--- config.mk ---
export PLATFORM = sky130hd
export DESIGN_NAME = int_fp_mul_pipe
export DESIGN_NICKNAME = d
export VERILOG_FILES = /design/src/rtl/int_fp_mul_pipe.sv
export SDC_FILE = /design/constraint.sdc
export NUM_CORES = 1
export LEC_CHECK = 0
export ABC_AREA = 1
export BUFFER_PORTS_ARGS = -buffer_cell sky130_fd_sc_hd__buf_2
export CORE_MARGIN = 2
export CORE_UTILIZATION = 40
export DETAILED_ROUTE_END_ITERATION = 8
export GPL_ROUTABILITY_DRIVEN = 0
export GPL_TIMING_DRIVEN = 0
export PLACE_DENSITY = 0.52
export SLEW_MARGIN = 25
export SYNTH_ARGS = -nofsm -noshare
export SYNTH_HDL_FRONTEND = slang
export SYNTH_SLANG_ARGS = --single-unit
--- constraint.sdc ---
create_clock -name clk -period 13.28 [get_ports clk]
set_clock_uncertainty 0.05 [all_clocks]
set_input_delay 1.328 -clock clk [delete_from_list [all_inputs] [get_ports clk]]
set_output_delay 1.328 -clock clk [all_outputs]
set_load 0.02 [all_outputs]
--- src/rtl/int_fp_mul_pipe.sv ---
// Three-stage pipelined multiplier. Each transaction selects signed-integer or
// floating-point mode. FP uses an IEEE-like layout {sign, EXP_W exponent,
// MAN_W fraction}, truncating rounding, and zero-flushed subnormals.
//
// Flow control: a transfer happens on a cycle where valid and ready are both
// high at the rising edge. valid must not depend on ready. A stage loads when
// it is empty or when its current contents move on in the same cycle, so the
// pipe streams one transaction per cycle with no bubbles.
module int_fp_mul_pipe #(
    parameter int EXP_W = 5,
    parameter int MAN_W = 10,
    parameter int TAG_W = 4
) (
    input  logic                 clk,
    input  logic                 rst_n,
    input  logic                 in_valid,
    output logic                 in_ready,
    input  logic                 in_mode,
    input  logic [EXP_W+MAN_W:0] in_a,
    input  logic [EXP_W+MAN_W:0] in_b,
    input  logic [TAG_W-1:0]     in_tag,
    output logic                 out_valid,
    input  logic                 out_ready,
    output logic [EXP_W+MAN_W:0] out_c,
    output logic                 out_error,
    output logic [TAG_W-1:0]     out_tag
);

    localparam int W    = 1 + EXP_W + MAN_W;
    localparam int MW   = 2 * MAN_W + 2;
    localparam int EW   = EXP_W + 2;
    localparam int BIAS = (1 << (EXP_W - 1)) - 1;
    localparam int EMAX = (1 << EXP_W) - 1;

    localparam logic signed [EW-1:0] EMAX_S = EW'(EMAX);
    localparam logic        [EW-1:0] BIAS_U = EW'(BIAS);

    // Stage valids and per-stage load enables
    logic v1_q, v1_d, v2_q, v2_d, v3_q, v3_d;
    logic ld1, ld2, ld3;

    // S1: registered operands plus FP special-case classification
    logic           mode1_q, mode1_d;
    logic [TAG_W-1:0] tag1_q, tag1_d;
    logic [W-1:0]   a1_q, a1_d, b1_q, b1_d;
    logic           sign1_q, sign1_d;
    logic           nan1_q, nan1_d, inf1_q, inf1_d, zero1_q, zero1_d;

    // S2: raw products and the biased exponent sum
    logic           mode2_q, mode2_d;
    logic [TAG_W-1:0] tag2_q, tag2_d;
    logic           sign2_q, sign2_d;
    logic           nan2_q, nan2_d, inf2_q, inf2_d, zero2_q, zero2_d;
    logic [2*W-1:0] prod2_q, prod2_d;
    logic [MW-1:0]  man2_q, man2_d;
    logic signed [EW-1:0] exp2_q, exp2_d;

    // S3: packed result, which is also the output register
    logic [W-1:0]   c3_q, c3_d;
    logic           err3_q, err3_d;
    logic [TAG_W-1:0] tag3_q, tag3_d;

    // Low product bits are discarded by truncating rounding
    logic unused_man_bits;
    assign unused_man_bits = ^man2_q[MAN_W-1:0];

    // Backpressure chain: each stage may load when empty or when it drains this cycle
    always_comb begin
        ld3      = !v3_q || out_ready;
        ld2      = !v2_q || ld3;
        ld1      = !v1_q || ld2;
        in_ready = rst_n && ld1;
    end

    // S1: capture the operands and classify the FP special cases
    always_comb begin
        logic [EXP_W-1:0] a_exp, b_exp;
        logic [MAN_W-1:0] a_frac, b_frac;
        logic a_ones, b_ones, a_zero, b_zero, a_nan, b_nan, a_inf, b_inf;
        logic r_nan, r_inf;

        a_exp  = in_a[W-2:MAN_W];
        b_exp  = in_b[W-2:MAN_W];
        a_frac = in_a[MAN_W-1:0];
        b_frac = in_b[MAN_W-1:0];
        a_ones = &a_exp;
        b_ones = &b_exp;
        a_zero = ~|a_exp;
        b_zero = ~|b_exp;
        a_nan  = a_ones && (|a_frac);
        b_nan  = b_ones && (|b_frac);
        a_inf  = a_ones && !(|a_frac);
        b_inf  = b_ones && !(|b_frac);
        r_nan  = a_nan || b_nan || (a_inf && b_zero) || (b_inf && a_zero);
        r_inf  = !r_nan && (a_inf || b_inf);

        v1_d    = v1_q;
        mode1_d = mode1_q;
        tag1_d  = tag1_q;
        a1_d    = a1_q;
        b1_d    = b1_q;
        sign1_d = sign1_q;
        nan1_d  = nan1_q;
        inf1_d  = inf1_q;
        zero1_d = zero1_q;
        if (ld1) begin
            v1_d = in_valid;
            if (in_valid) begin
                mode1_d = in_mode;
                tag1_d  = in_tag;
                a1_d    = in_a;
                b1_d    = in_b;
                sign1_d = in_a[W-1] ^ in_b[W-1];
                nan1_d  = r_nan;
                inf1_d  = r_inf;
                zero1_d = !r_nan && !r_inf && (a_zero || b_zero);
            end
        end
    end

    // S2: integer product, mantissa product and exponent sum
    always_comb begin
        logic signed [2*W-1:0] pa, pb;
        logic [MW-1:0] ma, mb;

        pa = {{W{a1_q[W-1]}}, a1_q};
        pb = {{W{b1_q[W-1]}}, b1_q};
        ma = MW'({1'b1, a1_q[MAN_W-1:0]});
        mb = MW'({1'b1, b1_q[MAN_W-1:0]});

        v2_d    = v2_q;
        mode2_d = mode2_q;
        tag2_d  = tag2_q;
        sign2_d = sign2_q;
        nan2_d  = nan2_q;
        inf2_d  = inf2_q;
        zero2_d = zero2_q;
        prod2_d = prod2_q;
        man2_d  = man2_q;
        exp2_d  = exp2_q;
        if (ld2) begin
            v2_d = v1_q;
            if (v1_q) begin
                mode2_d = mode1_q;
                tag2_d  = tag1_q;
                sign2_d = sign1_q;
                nan2_d  = nan1_q;
                inf2_d  = inf1_q;
                zero2_d = zero1_q;
                prod2_d = pa * pb;
                man2_d  = ma * mb;
                exp2_d  = EW'(a1_q[W-2:MAN_W]) + EW'(b1_q[W-2:MAN_W]) - BIAS_U;
            end
        end
    end

    // S3: normalise, range-check and pack the result into the output register
    always_comb begin
        logic signed [EW-1:0] e_adj;
        logic [MAN_W-1:0] frac;
        logic [W:0]       hi;
        logic [W-1:0]     fp_c;
        logic             fp_err;

        if (man2_q[MW-1]) begin
            frac  = man2_q[2*MAN_W:MAN_W+1];
            e_adj = exp2_q + EW'(1);
        end else begin
            frac  = man2_q[2*MAN_W-1:MAN_W];
            e_adj = exp2_q;
        end

        fp_err = 1'b0;
        if (nan2_q) begin
            fp_c   = {1'b0, {EXP_W{1'b1}}, 1'b1, {(MAN_W-1){1'b0}}};
            fp_err = 1'b1;
        end else if (inf2_q) begin
            fp_c = {sign2_q, {EXP_W{1'b1}}, {MAN_W{1'b0}}};
        end else if (zero2_q) begin
            fp_c = {sign2_q, {(W-1){1'b0}}};
        end else if (e_adj >= EMAX_S) begin
            fp_c   = {sign2_q, {EXP_W{1'b1}}, {MAN_W{1'b0}}};
            fp_err = 1'b1;
        end else if (e_adj <= 0) begin
            fp_c = {sign2_q, {(W-1){1'b0}}};
        end else begin
            fp_c = {sign2_q, e_adj[EXP_W-1:0], frac};
        end

        // Integer result fits iff the top W+1 product bits are all equal
        hi = prod2_q[2*W-1:W-1];

        v3_d   = v3_q;
        c3_d   = c3_q;
        err3_d = err3_q;
        tag3_d = tag3_q;
        if (ld3) begin
            v3_d = v2_q;
            if (v2_q) begin
                tag3_d = tag2_q;
                if (mode2_q) begin
                    c3_d   = fp_c;
                    err3_d = fp_err;
                end else begin
                    c3_d   = prod2_q[W-1:0];
                    err3_d = !((&hi) || (~|hi));
                end
            end
        end
    end

    // Pipeline registers; reset drops every in-flight transaction
    always_ff @(posedge clk) begin
        if (!rst_n) begin
            v1_q    <= 1'b0;
            v2_q    <= 1'b0;
            v3_q    <= 1'b0;
            mode1_q <= 1'b0;
            tag1_q  <= '0;
            a1_q    <= '0;
            b1_q    <= '0;
            sign1_q <= 1'b0;
            nan1_q  <= 1'b0;
            inf1_q  <= 1'b0;
            zero1_q <= 1'b0;
            mode2_q <= 1'b0;
            tag2_q  <= '0;
            sign2_q <= 1'b0;
            nan2_q  <= 1'b0;
            inf2_q  <= 1'b0;
            zero2_q <= 1'b0;
            prod2_q <= '0;
            man2_q  <= '0;
            exp2_q  <= '0;
            c3_q    <= '0;
            err3_q  <= 1'b0;
            tag3_q  <= '0;
        end else begin
            v1_q    <= v1_d;
            v2_q    <= v2_d;
            v3_q    <= v3_d;
            mode1_q <= mode1_d;
            tag1_q  <= tag1_d;
            a1_q    <= a1_d;
            b1_q    <= b1_d;
            sign1_q <= sign1_d;
            nan1_q  <= nan1_d;
            inf1_q  <= inf1_d;
            zero1_q <= zero1_d;
            mode2_q <= mode2_d;
            tag2_q  <= tag2_d;
            sign2_q <= sign2_d;
            nan2_q  <= nan2_d;
            inf2_q  <= inf2_d;
            zero2_q <= zero2_d;
            prod2_q <= prod2_d;
            man2_q  <= man2_d;
            exp2_q  <= exp2_d;
            c3_q    <= c3_d;
            err3_q  <= err3_d;
            tag3_q  <= tag3_d;
        end
    end

    assign out_valid = v3_q;
    assign out_c     = c3_q;
    assign out_error = err3_q;
    assign out_tag   = tag3_q;

endmodule

# Word-level counts from Yosys, hierarchy flattened
# Cells that the tools add are included.
word_totals:
  out_inout_bits: 23
  input_bits: 41
  regBits: 135
  elab_cells: 85
classes:
  reduce_logical: 41
  muxes: 13
  magnitude_cmp: 2
  n_bitwise: 1
  n_addsub: 3
  mul: 2
ops:
  columns: ["operator", "count"]
  rows:
  - ["$mux 15", 4]
  - ["$mul 16x16->32", 1]
  - ["$mux 16", 2]
  - ["$mul 11x11->22", 1]
  - ["$reduce_or 10->1", 2]
  - ["$reduce_and 17->1", 1]
  - ["$reduce_or 17->1", 1]
  - ["$logic_not 1->1", 11]
  - ["$logic_and 1x1->1", 10]
  - ["$mux 10", 1]
  - ["$reduce_and 5->1", 2]
  - ["$reduce_or 5->1", 2]
  - ["$logic_or 1x1->1", 9]
  - ["$add 7x2->7 const B", 1]
  - ["$ge 7x6->1 const B", 1]
  - ["$le 7x1->1 const B", 1]
  - ["$mux 7", 1]
  - ["$sub 6x4->7 const B", 1]
  - ["$add 5x5->6", 1]
  - ["$reduce_and 2->1", 3]
  - ["$mux 1", 5]
  - ["$xor 1x1->1", 1]

# Depth between registers and ports, before layout
# Gate-level depths: netlist of the first run.
logic_depth:
  word_depth: 11
  depth_mapped: 27
  ltp_nobuf: 25

# Least setup slack after synthesis of the first run
# OpenSTA, ideal clock, no wires.
synth_timing:
  path_kind: "reg-to-reg"
  from: "register a1_q[15]"
  to: "register prod2_q[27]"
  synth_period_minus_slack_ps: 5646
  arrival_ps: 5481
  setup_time_ps: 115
  stages_incl_launch_ff: 23
  required_time_ps: 13115
  path_buffers: 2
  slack_ps: 7634
  cell_sequence: "dfxtp_1 > clkbuf_1 > clkbuf_1 > nand2_1 > inv_1 > fa_1 > fa_1 > fa_1 > fa_1 > fa_1 > inv_1 > fa_1 > inv_1 > ha_1 > nand2_1 > nor2_1 > inv_1 > nor3_1 > nand3_1 > nand3_1 > nor2_1 > o21ai_0 > inv_1"
synth_between:
  elab_chain_cells: 1
synth_rtl:
  columns: ["element", "line_no", "text"]
  rows:
  - ["start, declared", "45", "logic [W-1:0] a1_q, a1_d, b1_q, b1_d;"]
  - ["start signal, assigned", "220", "a1_q <= '0;"]
  - ["start signal, assigned", "244", "a1_q <= a1_d;"]
  - ["$mul 16x16->32", "150", "prod2_d = pa * pb;"]
  - ["end signal, assigned", "256", "prod2_q <= prod2_d;"]
  - ["end, declared", "54", "logic [2*W-1:0] prod2_q, prod2_d;"]
# No other way between the ends.
# A chain may end at the register's enable or synchronous reset.

# Final worst setup path of the first run
layout_timing:
  from: "register b1_q[7]"
  to: "register prod2_q[22]"
layout_between:
  elab_chain_cells: 1
layout_rtl:
  columns: ["element", "line_no", "text"]
  rows:
  - ["start, declared", "45", null]
  - ["start signal, assigned", "221", "b1_q <= '0;"]
  - ["start signal, assigned", "245", "b1_q <= b1_d;"]
  - ["$mul 16x16->32", "150", null]
# No other way between the ends.

==> flow_summary_export.csv, run 1 <==
group,metric,value,unit
sta,setup_tns,0,ps
drt,firstDrtPassIters,6,
cts,cts_tree,"yes",
yosys,synth_area,0.0194,mm²
setup_path,crit_type,"reg -> reg",
sta,final_max_slew_viol_count,0,
die,chipHeight,224,µm
yosys,synth_area_per_cell,7.66,µm²
pwr,powerDensity,102,mW/mm²
global_routing,antenna_found_initial,0,
yosys,synthAdderAreaFrac,45.0,%
die,dieArea,0.0502,mm²
yosys,netlist_instances,2530,
cts,cts_hold_buf,0,
drt,post_drt_via_cell_ratio,5.07,
cts,cts-root-buf,"clkbuf_16",
flow_run,maxCapViolCount,0,
cts,cts_buffers,17,
yosys,synth_seq_cells,125,
global_routing,grt_max_degree,17,
setup_path,start_kind,"register",
drt,drt_iter0_markers,1492,
cts,clock_latency,430,ps
final_layout,area_growth,8.49,%
drt,wl_per_cell,19.8,µm
setup_path,path_buf_inv,6,
global_routing,grt_overflow,0,
drt,drc,0,
cts,cts_max_level,4,
sta,hold-worst-slack,412,ps
setup_path,critPathSlowestCell,"clkbuf_1",
yosys,synth_xor_area_share,1.31,%
die,coreArea,0.0477,mm²
die,die_w,224,µm
setup_path,end_kind,"register",
pwr,leakage,11.8,nW
sta,fmax,141,MHz
drt,drtAntennaViolNets,0,
global_routing,grt_pass1_vias,17000,
setup_path,worstPathRequired,13540,ps
pwr,ir_drop,0.0000765,V
sta,finalSetupViolCount,0,
sta,hold_viol_final,0,
setup_path,critPathMaxFanout,10,
die,rows,80,
yosys,synth_top_family_by_area,"adder cells",
setup_path,slowest_delay,670,ps
status,status,"complete, no violations",
placed_design,post-place-cells,3208,
yosys,ys_warn_count,0,
placed_design,place_ws,6330,ps
setup_path,cp.arrival,7350,ps
final_layout,n_antenna_cell,0,
drt,finalWirelength,64000,µm
yosys,syn_nets,3063,
placed_design,hpwlAfterDp,54200,µm
sta,setup_ws,6200,ps
sta,slew_headroom,32.8,%
yosys,synth.distinct_cells,40,
cts,clk_pin_slew_worst_paths,70,ps
drt,vias,16400,
setup_path,cpLargestDelayFamily,"adder cells",
global_routing,grt_usage,26.7,%
final_layout,instances_no_fill,3238,
global_routing,grt_pass1_wl,100000,µm
yosys,yosys.area_share.simple,16.5,%
sta,fin_crit_sh,53.3,%
die,start_util,40.6,%
setup_path,path_cells,"clkbuf_1 > clkbuf_1 > nand2_1 > fa_1 > inv_1 > fa_1 > fa_1 > fa_1 > fa_1 > inv_1 > fa_1 > inv_1 > ha_1 > a21oi_1 > o21ai_0 > a21oi_1 > nand3_1 > xor2_1 > o21ai_0 > inv_1",
yosys,synth_mux_area_share,0,%
placed_design,port_buffers,63,
yosys,seq_area_frac_synth,12.9,%
cts,postCtsSetupRepairBufs,0,
yosys,synth-compound-area-share,9.19,%
cts,clock_sinks,125,
worst_hold_path,hold_path.class,"reg -> reg",
pwr,power,2.15,mW
final_layout,layout-drive-gt1-share,5.30,%
sta,max_slew.worst_pin.slew,1010,ps
cts,clockBufferDepth,2,
setup_path,path_common_cell,"fa_1",
die,top_level_ports,64,
final_layout,nFillCells,4941,
cts,cts_resized,0,
sta,grt_setup_unrepaired,"false",
sta,period_minus_slack,7080,ps
final_layout,fin_nets,3145,
layout by cell type, fill, tap and decap left out, types with 2 or more instances in the layout:
| cell | count |
|---|---|
| xor2_1 | 21 |
| clkinv_4 | 2 |
| clkbuf_1 | 93 |
| a21o_1 | 6 |
| nor4_1 | 5 |
| o21a_1 | 3 |
| a31o_2 | 2 |
| ha_1 | 150 |
| inv_1 | 676 |
| clkinvlp_4 | 5 |
| inv_2 | 2 |
| o21bai_1 | 4 |
| a21boi_0 | 3 |
| or2_2 | 4 |
| nand3_4 | 2 |
| a21oi_1 | 148 |
| nor2_1 | 172 |
| clkbuf_16 | 17 |
| a31oi_1 | 4 |
| nor3_1 | 13 |
| o211ai_1 | 5 |
| clkbuf_8 | 3 |
| nor2_4 | 2 |
| dfxtp_1 | 125 |
| fa_1 | 342 |
| nand4_1 | 18 |
| nand3_1 | 66 |
| nand2_4 | 3 |
| nand2_2 | 13 |
| xnor2_1 | 8 |
| o21ai_0 | 145 |
| buf_2 | 68 |
| a21oi_2 | 9 |
| nand2_1 | 472 |
report_power, final:
group | internal (mW) | switching [mW] | total, mW
combinational | 0.421 | 0.840 | 1.26
clock | 0.270 | 0.186 | 0.456
sequential | 0.406 | 0.0220 | 0.428
flip-flops by register name, summed over array words and instances, names as in the netlist:
signal and cells:
prod2_q 32, a1_q 16, b1_q 16, out_c 16, man2_q 12, exp2_q 7, out_tag 4, tag1_q 4
tag2_q 4, inf1_q 1, inf2_q 1, mode1_q 1, mode2_q 1, nan1_q 1, nan2_q 1, out_error 1
out_valid 1, sign1_q 1, sign2_q 1, v1_q 1, v2_q 1, zero1_q 1, zero2_q 1
worst min-delay path, stage by stage, from the launching register on:
cell	delay, ps
dfxtp_1	300
nand2_1	60
a21oi_1	50
metrics by stage:
stage / cell area (µm²) / utilization [%]
final: 21000 / 44.0
after global routing: 21000 / 44.0
after CTS: 21000 / 44.0
after detailed placement: 20500 / 42.9
after global placement: 20500 / 42.9
after floorplan: 19400 / -
final timing paths:
kind	slack [ps]	cells after the start	endpoint	startpoint
worst max-delay path	6200	20	prod2_q[22]$_SDFFE_PN0P_	b1_q[7]$_SDFFE_PN0P_
worst min-delay path	410	2	out_c[12]$_SDFFE_PN0P_	out_c[12]$_SDFFE_PN0P_
worst min register to register	410	2	out_c[12]$_SDFFE_PN0P_	out_c[12]$_SDFFE_PN0P_
worst max register to register	6200	20	prod2_q[22]$_SDFFE_PN0P_	b1_q[7]$_SDFFE_PN0P_
per-layer routing:
layer / vias to the layer above / track usage (%) / routed length [µm]
met1: 8101 / 38.4 / 28900
met4: 0 / 6.73 / 1500
met3: 81 / 3.32 / 4440
li1: 7664 / - / -
met5: - / 0 / 0
met2: 567 / 42.6 / 29100
Yosys cell counts:
| cell | instances | share of area [%] |
|---|---|---|
| o221ai_1 | 1 | 0.045 |
| inv_1 | 676 | 13 |
| inv_4 | 1 | 0.032 |
| o31ai_1 | 1 | 0.039 |
| a21oi_2 | 9 | 0.41 |
| nand3_4 | 2 | 0.18 |
| clkbuf_1 | 92 | 1.8 |
| xnor2_1 | 8 | 0.36 |
| a31o_2 | 2 | 0.090 |
| nor2_8 | 1 | 0.10 |
| buf_6 | 1 | 0.058 |
| nand3b_1 | 1 | 0.039 |
| nor3_1 | 13 | 0.34 |
| o21ai_1 | 1 | 0.026 |
| a21oi_1 | 148 | 3.8 |
| o21ai_0 | 145 | 3.7 |
| o21bai_1 | 4 | 0.15 |
| buf_2 | 5 | 0.13 |
| o21ai_2 | 1 | 0.045 |
| o211ai_1 | 5 | 0.19 |
| xor2_1 | 21 | 0.95 |
| nand3_2 | 1 | 0.052 |
| fa_1 | 342 | 35 |
| ha_1 | 150 | 9.7 |
| o22ai_1 | 1 | 0.032 |
| a21o_1 | 6 | 0.23 |
| nand3_1 | 66 | 1.7 |
| a21boi_0 | 3 | 0.12 |
| dfxtp_1 | 125 | 13 |
| nand2_1 | 472 | 9.1 |
| nand4_1 | 18 | 0.58 |
| a31oi_1 | 4 | 0.13 |
| nor2_4 | 2 | 0.12 |
| nor2_1 | 172 | 3.3 |
| nand2_4 | 3 | 0.17 |
| o21a_1 | 3 | 0.12 |
| or2_2 | 4 | 0.13 |
| inv_2 | 2 | 0.039 |
| nand2_2 | 13 | 0.42 |
| nor4_1 | 5 | 0.16 |
final cells by class:
class / instances / area (µm²) / share of cell area (%)
Multi-Input combinational cell: 1628 / 14000 / 66.3
Inverter: 679 / 2550 / 12.1
Sequential cell: 125 / 2500 / 11.9
Tap cell: 615 / 769 / 3.66
Clock buffer: 21 / 470 / 2.24
Buffer: 98 / 382 / 1.81
Timing Repair Buffer: 63 / 315 / 1.50
Clock inverter: 9 / 90.1 / 0.428
cells by family (layout without fill, tap and decap cells):
logic type / count (synthesis) / in the layout
flip-flops: 125 / 125
AND/OR/NAND/NOR: 773 / 773
buffers and inverters: 777 / 870
AO/OA/AOI/OAI: 334 / 334
adder cells (fa/ha/maj): 492 / 492
XOR/XNOR: 29 / 29
(Power assumes the default switching activity.)
==> inputs of run 2 (changes only) <==
==> constraint.sdc (replaced) <==
create_clock -name clk -period 6.8 [get_ports clk]
set_clock_uncertainty 0.05 [all_clocks]
set_input_delay 0.68 -clock clk [delete_from_list [all_inputs] [get_ports clk]]
set_output_delay 0.68 -clock clk [all_outputs]
set_load 0.02 [all_outputs]
==> flow_summary_export.csv, run 2 (synthesis gave the netlist of run 1 again) <==
group,metric,value,unit
status,status,"complete, no violations",
die,top_level_ports,64,
setup_path,slowest_delay,600,ps
global_routing,grt_overflow,0,
sta,hold_viol_final,0,
setup_path,critPathSlowestCell,"fa_1",
global_routing,grt_max_degree,17,
cts,cts_buffers,17,
pwr,leakage,11.9,nW
final_layout,largest_register,"prod2_q",
cts,cts_tree,"yes",
pwr,ir_drop,0.000149,V
placed_design,place_area,0.0205,mm²
setup_path,path_common_cell,"fa_1",
final_layout,finalInstanceArea,0.0210,mm²
final_layout,area_growth,8.57,%
die,dieArea,0.0502,mm²
sta,fin_crit_sh,97.3,%
flow_run,maxCapViolCount,0,
placed_design,hpwlAfterDp,54200,µm
setup_path,path_buf_inv,7,
sta,period_minus_slack,6610,ps
drt,vias,16300,
setup_path,cp.arrival,6890,ps
drt,firstDrtPassIters,5,
final_layout,n_antenna_cell,0,
final_layout,nFillCells,4936,
setup_path,path_cells,"clkbuf_1 > clkbuf_2 > nand2_1 > fa_1 > inv_1 > fa_1 > fa_1 > fa_1 > fa_1 > inv_1 > fa_1 > inv_1 > ha_1 > a21oi_1 > o21ai_0 > inv_1 > nor2_1 > o21ai_0 > nand3_1 > nand2_1 > nand3_1 > nand2_1 > inv_1",
die,rows,80,
die,start_util,40.6,%
setup_path,start_kind,"register",
global_routing,antenna_found_initial,0,
final_layout,fin_nets,3139,
sta,slew_headroom,42.7,%
drt,post_drt_via_cell_ratio,5.04,
placed_design,port_buffers,63,
setup_path,critPathMaxFanout,10,
final_layout,layout-drive-gt1-share,6.46,%
pwr,powerDensity,199,mW/mm²
sta,grt_setup_unrepaired,"true",
drt,finalWirelength,63900,µm
placed_design,place_ws,-151,ps
setup_path,end_kind,"register",
cts,cts_hold_buf,0,
final_layout,mostFrequentLayoutCells,"inv_1, nand2_1, fa_1",
sta,setup_ws,185,ps
sta,finalSetupViolCount,0,
cts,cts_max_level,4,
setup_path,crit_type,"reg -> reg",
drt,wl_per_cell,19.8,µm
drt,drtAntennaViolNets,0,
sta,fmax,151,MHz
sta,hold-worst-slack,412,ps
die,die_w,224,µm
cts,clk_pin_slew_worst_paths,60,ps
cts,clock_sinks,125,
die,chipHeight,224,µm
final_layout,post-route-util,44.1,%
final_layout,final_common_cell,"inv_1",
cts,clockBufferDepth,2,
global_routing,grt_pass1_wl,100000,µm
die,coreArea,0.0477,mm²
cts,postCtsSetupRepairBufs,0,
sta,max_slew.worst_pin.slew,860,ps
setup_path,cpLargestDelayFamily,"adder cells",
global_routing,grt_pass1_vias,17000,
drt,drc,0,
cts,cts-root-buf,"clkbuf_16",
setup_path,worstPathRequired,7070,ps
drt,drt_iter0_markers,1347,
worst_hold_path,hold_path.class,"reg -> reg",
sta,final_max_slew_viol_count,0,
final_layout,largest_register_ffs,32,
sta,setup_tns,0,ps
cts,clock_latency,430,ps
global_routing,grt_usage,26.7,%
## run 2: final cells by class
cell class / count / area, µm² / area share [%]
Multi-Input combinational cell: 1628 / 14000 / 66.3
Clock inverter: 9 / 90.1 / 0.428
Sequential cell: 125 / 2500 / 11.9
Clock buffer: 21 / 470 / 2.24
Tap cell: 615 / 769 / 3.66
Inverter: 679 / 2550 / 12.1
Timing Repair Buffer: 63 / 315 / 1.50
Buffer: 92 / 394 / 1.87
## run 2: path summary, 6_finish.rpt
kind / start / end / slack (ps) / cells after the start
setup / recovery: a1_q[8]$_SDFFE_PN0P_ / prod2_q[28]$_SDFFE_PN0P_ / 190 / 23
hold / removal: out_c[12]$_SDFFE_PN0P_ / out_c[12]$_SDFFE_PN0P_ / 410 / 2
hold reg to reg: out_c[12]$_SDFFE_PN0P_ / out_c[12]$_SDFFE_PN0P_ / 410 / 2
setup reg to reg: a1_q[8]$_SDFFE_PN0P_ / prod2_q[28]$_SDFFE_PN0P_ / 190 / 23
## run 2: timing repair
item                                    CTS  global route
endpoints found under the setup margin   16            18
gates resized for setup                   9            42
pin swaps                                 0             0
## run 2: report_power, final
group	internal (mW)	switching, mW
clock	0.528	0.362
combinational	0.824	1.63
sequential	0.793	0.0529
## run 2: worst min-delay path, stage by stage (launching register included)
cell     delay [ps]
dfxtp_1         300
nand2_1          60
a21oi_1          50
## run 2: routing by layer
metal  GRT usage, %  part of all wire, %  vias up
met5              0                    0        -
met4           6.60                  2.6        0
met3           3.66                  6.8       77
met2           42.6                   45      534
met1           38.1                   45     8032
li1               -                    -     7658
## run 2: through the flow
stage / cells / total power [mW]
global placement: 3208 / 3.29
CTS: 3237 / 4.21
global route: 3232 / 4.53
finish: 3232 / 4.19
floorplan: 2530 / 2.41
detailed placement: 3208 / 3.29
